[config.mk]
export PLATFORM = sky130hd
export DESIGN_NAME = dm_responder
export DESIGN_NICKNAME = d
export VERILOG_FILES = /design/src/rtl/dm_pkg.sv /design/src/rtl/dm_lane_unit.sv /design/src/rtl/dm_responder.sv
export SDC_FILE = /design/constraint.sdc
export NUM_CORES = 1
export LEC_CHECK = 0
export CORE_ASPECT_RATIO = 0.7
export CORE_MARGIN = 2
export CORE_UTILIZATION = 50
export DETAILED_ROUTE_END_ITERATION = 16
export PLACE_DENSITY = 0.66
export SLEW_MARGIN = 40
export SYNTH_ARGS = -nofsm -noshare
export SYNTH_HDL_FRONTEND = slang
export SYNTH_SLANG_ARGS = --single-unit
[constraint.sdc]
create_clock -name clk -period 9.3 [get_ports clk]
set_input_delay 2.79 -clock clk [delete_from_list [all_inputs] [get_ports clk]]
set_output_delay 2.79 -clock clk [all_outputs]
set_load 0.03 [all_outputs]
[src/rtl/dm_pkg.sv]
// dm_pkg: shared types and helpers for the dm_responder slice.
//   ADDR_W / DATA_W  : byte-address and data widths
//   stateT           : responder FSM states
//   sizeT            : access size encodings
//   reqT             : request fields captured when a request is accepted
package dm_pkg;

    localparam int ADDR_W = 7;
    localparam int DATA_W = 32;

    typedef enum logic [2:0] {
        IDLE,
        WAIT,
        ACCESS,
        MERGE,
        RESP
    } stateT;

    typedef enum logic [1:0] {
        WORD = 2'd0,
        HALF = 2'd1,
        BYTE = 2'd2
    } sizeT;

    typedef struct packed {
        logic              we;
        sizeT              size;
        logic              unsign;
        logic [ADDR_W-1:0] addr;
        logic [DATA_W-1:0] wdata;
    } reqT;

    // Byte wins when both size strobes are set.
    function automatic sizeT decodeSize(input logic half, input logic byteSel);
        if (byteSel)   return BYTE;
        else if (half) return HALF;
        else           return WORD;
    endfunction

    function automatic logic isMisaligned(input sizeT size, input logic [1:0] offs);
        case (size)
            HALF:    return offs[0];
            WORD:    return (offs != 2'b00);
            default: return 1'b0;
        endcase
    endfunction

endpackage

[src/rtl/dm_lane_unit.sv]
// dm_lane_unit: combinational byte-lane handling for sub-word accesses.
//   size/offs/unsign : captured access size, addr[1:0] and extension mode
//   rdWord           : word currently read from the array (load extraction)
//   bufWord          : word buffered in ACCESS (store merge base)
//   wdata            : store data, sub-word data taken from its low bits
//   loadData         : extracted and sign/zero-extended load value
//   mergeData        : bufWord with only the addressed lanes replaced
// Lanes are little-endian: byte k lives in bits [8k+7:8k].
module dm_lane_unit
    import dm_pkg::*;
(
    input  sizeT              size,
    input  logic [1:0]        offs,
    input  logic              unsign,
    input  logic [DATA_W-1:0] rdWord,
    input  logic [DATA_W-1:0] bufWord,
    input  logic [DATA_W-1:0] wdata,
    output logic [DATA_W-1:0] loadData,
    output logic [DATA_W-1:0] mergeData
);

    logic [7:0]  laneByte;
    logic [15:0] laneHalf;

    always_comb begin
        laneByte = rdWord[{offs, 3'b000} +: 8];
        laneHalf = rdWord[{offs[1], 4'b0000} +: 16];
        case (size)
            BYTE:    loadData = {{24{~unsign & laneByte[7]}}, laneByte};
            HALF:    loadData = {{16{~unsign & laneHalf[15]}}, laneHalf};
            default: loadData = rdWord;
        endcase
    end

    always_comb begin
        mergeData = bufWord;
        case (size)
            BYTE:    mergeData[{offs, 3'b000} +: 8]     = wdata[7:0];
            HALF:    mergeData[{offs[1], 4'b0000} +: 16] = wdata[15:0];
            default: mergeData = wdata;
        endcase
    end

endmodule

[src/rtl/dm_responder.sv]
// dm_responder: single-port data-memory responder with configurable wait
// states and byte/half/word loads and stores.
//   clk, rst          : clock, synchronous active-low reset
//   req               : access request, only sampled in IDLE
//   we                : 1 = store, 0 = load
//   half, byteSel     : access size (byteSel has priority; neither = word).
//                       "byte" is a reserved word, hence the byteSel name.
//   unsign            : zero-extend sub-word loads when set
//   addr, wdata       : byte address and store data
//   rdata             : registered load result, held between responses
//   ready             : one-cycle completion pulse
//   err               : misalignment flag, only meaningful with ready
// Parameters: WAIT_STATES (0..7 idle cycles before the access),
//             DEPTH_WORDS (array depth, >= 2; word indices wrap modulo it).
module dm_responder
    import dm_pkg::*;
#(
    parameter int WAIT_STATES = 1,
    parameter int DEPTH_WORDS = 32
)
(
    input  logic              clk,
    input  logic              rst,
    input  logic              req,
    input  logic              we,
    input  logic              half,
    input  logic              byteSel,
    input  logic              unsign,
    input  logic [ADDR_W-1:0] addr,
    input  logic [DATA_W-1:0] wdata,
    output logic [DATA_W-1:0] rdata,
    output logic              ready,
    output logic              err
);

    localparam int         IDX_W     = (DEPTH_WORDS > 1) ? $clog2(DEPTH_WORDS) : 1;
    localparam logic [2:0] WAIT_LAST = 3'(WAIT_STATES - 1);

    stateT             state, nextState;
    reqT               capReq;
    logic [2:0]        waitCnt;
    logic [DATA_W-1:0] bufWord;
    logic [DATA_W-1:0] mem [DEPTH_WORDS];

    logic [IDX_W-1:0]  wordIdx;
    logic [DATA_W-1:0] memRd;
    logic [DATA_W-1:0] loadData, mergeData;
    logic              memWe;
    logic [DATA_W-1:0] memWdata;
    sizeT              reqSize;
    logic              reqMisaligned;

    assign wordIdx       = IDX_W'(32'(capReq.addr[ADDR_W-1:2]) % 32'(DEPTH_WORDS));
    assign memRd         = mem[wordIdx];
    assign reqSize       = decodeSize(half, byteSel);
    assign reqMisaligned = isMisaligned(reqSize, addr[1:0]);

    dm_lane_unit laneUnit (
        .size      (capReq.size),
        .offs      (capReq.addr[1:0]),
        .unsign    (capReq.unsign),
        .rdWord    (memRd),
        .bufWord   (bufWord),
        .wdata     (capReq.wdata),
        .loadData  (loadData),
        .mergeData (mergeData)
    );

    always_comb begin
        nextState = state;
        memWe     = 1'b0;
        memWdata  = capReq.wdata;
        case (state)
            IDLE: begin
                if (req) begin
                    // Misaligned requests never touch the array.
                    if (reqMisaligned)         nextState = RESP;
                    else if (WAIT_STATES == 0) nextState = ACCESS;
                    else                       nextState = WAIT;
                end
            end
            WAIT: begin
                if (waitCnt == WAIT_LAST) nextState = ACCESS;
            end
            ACCESS: begin
                if (capReq.we && capReq.size != WORD) begin
                    nextState = MERGE;
                end else begin
                    nextState = RESP;
                    memWe     = capReq.we;
                end
            end
            MERGE: begin
                memWe     = 1'b1;
                memWdata  = mergeData;
                nextState = RESP;
            end
            RESP:    nextState = IDLE;
            default: nextState = IDLE;
        endcase
    end

    always_ff @(posedge clk) begin
        if (!rst) begin
            state   <= IDLE;
            ready   <= 1'b0;
            err     <= 1'b0;
            rdata   <= '0;
            waitCnt <= '0;
        end else begin
            state <= nextState;
            ready <= (nextState == RESP);
            err   <= (state == IDLE) && (nextState == RESP);

            if (state == IDLE)      waitCnt <= '0;
            else if (state == WAIT) waitCnt <= waitCnt + 3'd1;

            // Load value is extracted straight from the array read in ACCESS
            // so it is in place by the time ready rises.
            if (state == IDLE && nextState == RESP)  rdata <= '0;
            else if (state == ACCESS && !capReq.we)  rdata <= loadData;
        end
    end

    // Request capture and merge buffer carry no reset: they are only
    // consumed after being written in IDLE/ACCESS.
    always_ff @(posedge clk) begin
        if (state == IDLE && req) begin
            capReq <= '{we: we, size: reqSize, unsign: unsign, addr: addr, wdata: wdata};
        end
        if (state == ACCESS) bufWord <= memRd;
    end

    // Array is deliberately outside reset; a store whose write edge sees
    // rst low is dropped.
    always_ff @(posedge clk) begin
        if (rst && memWe) mem[wordIdx] <= memWdata;
    end

endmodule

==> metrics.sh <==
OUTCOME='complete, no violations'
GRT_ANTENNA_BEFORE_REPAIR=7
CTS_SETUP_BUFFERS=0
WORST_SLEW_PIN_SLEW_NS=0.9167
CLOCK-ROOT-BUFFER='sky130_fd_sc_hd__clkbuf_16'
SYNTH-SEQ-AREA-SHARE_PCT=75.22
GRT_PASS1_VIAS=23120
CTS_RESIZED=0
WORST_SETUP_PATH_END_KIND='flop'
TIMING.MAX_SLEW.REL_SLACK_PCT=38.48
AVERAGE_VIAS_PER_PLACED_INSTANCE=6.422
INITIAL_CORE_UTIL_PCT=50.26
ANTENNA_VIOLATING_NETS_POST_ROUTE=0
WORST-SETUP-PATH-TYPE='input port to flop'
FINAL_WORST_PATH_CYCLE_SHARE_PCT=54.76
DIE-AREA_UM2=92600
LAYOUT_COMMON_CELLS='sky130_fd_sc_hd__edfxtp_1 (1099), sky130_fd_sc_hd__mux4_2 (256), sky130_fd_sc_hd__nand2_1 (131)'
NETLIST.TOP_CELL.BY_AREA='sky130_fd_sc_hd__edfxtp_1'
TRITONCTS='yes'
YS_ASYNC_SR_FRACTION_PCT=0
TOP_SIGNAL_LAYER_USED='met4'
WORST_EP_ARRIVAL_TIME_NS=5.44
LEAKAGEPOWER_nW=16.75
PLACE_CONGESTION=0.9251
NETLIST_INSTANCES=2292
POST_DRT_WL_PER_CELL_UM=31.88
WORST_EP_REQUIRED_TIME_NS=9.64
TIMING.HOLD.WORST.CLASS='flop to flop'
BUFFER_PORTS.INSERTED=79
FINAL.FILL_COUNT=6369
SYN_AREA_PER_CELL_UM2=19.66
P_COMB_SHARE_PCT=12.2
MAXCAPVIOLCOUNT=0
TOTAL_OF_HOLD_BUFFERS_INSERTED_AFTER_CLOCK_TREE_SYNTHESIS=0
IR_DROP_mV=0.1584
CTS-ROOT-TO-SINK-BUFFERS=3
CLOCK_NETWORK_FRACTION_OF_DESIGN_POWER_PCT=37.2
SYNTH_NETS=2348
P_SEQ_SHARE_PCT=50.6
INTERNAL-POWER_mW=8.557
CRIT_PATH_START_KIND='input port'
POWER.DENSITY_CELL_AREA_nW_PER_UM2=218.7
GRT_START_MAX_NET_PINS=101
CTS.SINK_COUNT=1144
HPWL_UM=78830
WL_MET2_UM=51690
SYNTH_SEQ_CELLS=1144
FINAL_WIRELENGTH_UM=119000
SYNTH_TOP_CELL_AREA_SHARE_PCT=73.22
ROUTE.MET3.WL_UM=14710
OVERALL_OVERFLOW_REMAINING_AFTER_GLOBAL_ROUTE=0
YS_WARN_COUNT=0
PLACEMENT_ROWS=92
WORST_SETUP_HOLD_PATH_CLK_SLEW_NS=0.06
REPORT.FINAL.SLEW_VIOL_COUNT=0
HTREE_NUM_LEVELS=3
FINAL_NET_COUNT=2525
FMAX_MHz=196.4
GRT_PASS1_WL_UM=168800
TIMING.HOLD.WS_NS=0.5442
CRIT_FANOUT=24
SYNTH-EDFF-COUNT=1099
DIE-HEIGHT_UM=255.2
CLK-INSERTION-DELAY-LATE_NS=0.73
GLOBALROUTETOTALUTIL_PCT=25.86
YS_DOMINANT_REG_CELL='sky130_fd_sc_hd__edfxtp_1'
CORE_UM2=89670
NETLIST_AREA_BEFORE_PLACEMENT_UM2=45070
TIMING.FINAL.HOLD_VIOLATIONS=0
TNS_NS=0
LAYOUT_COMMONEST_CELL='sky130_fd_sc_hd__edfxtp_1'
SYNTHTOLAYOUTAREAGROWTH_PCT=16.18
CTS-BUFFERS-INSERTED=104
ROUTED_LENGTH_ON_MET1_UM=50070
LAYOUT-DRIVE-GT1-SHARE_PCT=23.93
OVERALL_POWER_mW=11.45
SETUP-VIOLATIONS-FINAL=0
VIAS=23980
MIN_PERIOD_NS=5.093
RSZ0062_AT_GRT='no'
DRT_PASS1_ITERATIONS=6
DETAIL_ROUTE.ITER0.VIOLATIONS=3702
SYNTHTOPCELLSBYAREA='sky130_fd_sc_hd__edfxtp_1 (73%), sky130_fd_sc_hd__mux4_2 (13%), sky130_fd_sc_hd__mux2i_1 (2.2%)'
DIE_WIDTH_UM=362.9
IOS=80
P_SW_mW=2.893
YS_TYPES=55
WORST_CLOCK_SKEW_NS=0.02907
POWER.SWITCHING_FRACTION_PCT=25.27
DRT_DRC_VIOLATIONS_LEFT=0
## area by class of cell
cell class / instances / area, um^2 / area share [%]
Clock inverter: 72 / 681.9 / 1.302
Tap cell: 1175 / 1470 / 2.808
Multi-Input combinational cell: 971 / 10790 / 20.60
Sequential cell: 1144 / 33910 / 64.76
Inverter: 52 / 200.2 / 0.3823
Timing Repair Buffer: 196 / 2641 / 5.044
Clock buffer: 122 / 2670 / 5.099
Antenna cell: 1 / 2.502 / 0.004779
## path summary, 6_finish.rpt
| kind | start | endpoint | slack, ns | cells past startpoint |
|---|---|---|---|---|
| max | rst | mem[21][6] | 4.21 | 6 |
| min | waitCnt[1] | waitCnt[1] | 0.54 | 2 |
| min reg2reg | waitCnt[1] | waitCnt[1] | 0.54 | 2 |
| max reg2reg | flop | rdata[1] | 4.86 | 8 |
## per-stage QoR
stage | worst slack, ns | area [um^2] | instances | utilization (%)
final | 4.207 | 52360 | 3733 | 58.40
after CTS | 4.151 | 52360 | 3732 | 58.39
after global routing | 4.139 | 52360 | 3732 | 58.39
after global placement | 2.788 | 47520 | 3469 | 52.99
after detailed placement | 3.393 | 49000 | 3538 | 54.65
after floorplan | 2.050 | 45070 | 2292 | -
## cells by family (layout without fill, tap and decap cells)
logic type | count (synthesis) | count (layout) | synth area share (%)
and+or+nand+nor | 289 | 289 | 2.768
buffers and inverters | 177 | 442 | 1.971
adders and majority gates | 10 | 10 | 0.2776
DFF | 1144 | 1144 | 75.22
AOI/OAI and AO/OA | 309 | 309 | 4.547
muxes | 363 | 363 | 15.22
other | 0 | 1 | 0
## power by group through the flow
stage | logic, mW | clock network [mW] | registers [mW]
global placement | 1.32 | 0 | 5.91
finish | 1.40 | 4.25 | 5.80
floorplan | 0.809 | 0 | 5.88
global route | 1.45 | 4.50 | 5.80
detailed placement | 1.37 | 0 | 5.91
CTS | 1.38 | 4.31 | 5.79
## critical path: stages
cell                              delay, ns
sky130_fd_sc_hd__clkdlybuf4s50_1       0.57
sky130_fd_sc_hd__nand2_1               0.15
sky130_fd_sc_hd__nor3b_2               0.64
sky130_fd_sc_hd__nand2_1               0.41
sky130_fd_sc_hd__nor2_4                0.36
sky130_fd_sc_hd__buf_4                 0.50
## cells in the mapped netlist (all sizes together) (3+ instances only)
master	instances
clkbuf	66
nand2	133
a31oi	15
nor4	6
a21oi	41
o21a	13
buf	59
dfxtp	45
nor2b	10
and2	9
mux2i	99
nor2	96
o32ai	3
nand2b	6
edfxtp	1099
mux2	8
a22oi	62
a211o	6
nor3	3
o221ai	17
a32oi	22
nand3	15
a21o	8
or4	4
a221oi	3
nor4b	3
mux4	256
ha	10
o21ai	95
a211oi	8
a22o	8
inv	50
## state kept, by name, summed over array words and instances (netlist names), named ones only
name	cells
capReq	43
waitCnt	3
state	3
mem	1024
rdata	32
ready	1
bufWord	32
err	1
## layer usage
layer	vias to the layer above	global-route usage (%)
li1	9764	-
met1	12620	39.70
met2	1433	36.52
met3	159	7.988
met4	0	5.667
met5	-	0
No activity file was read; power rests on OpenSTA's default activity.
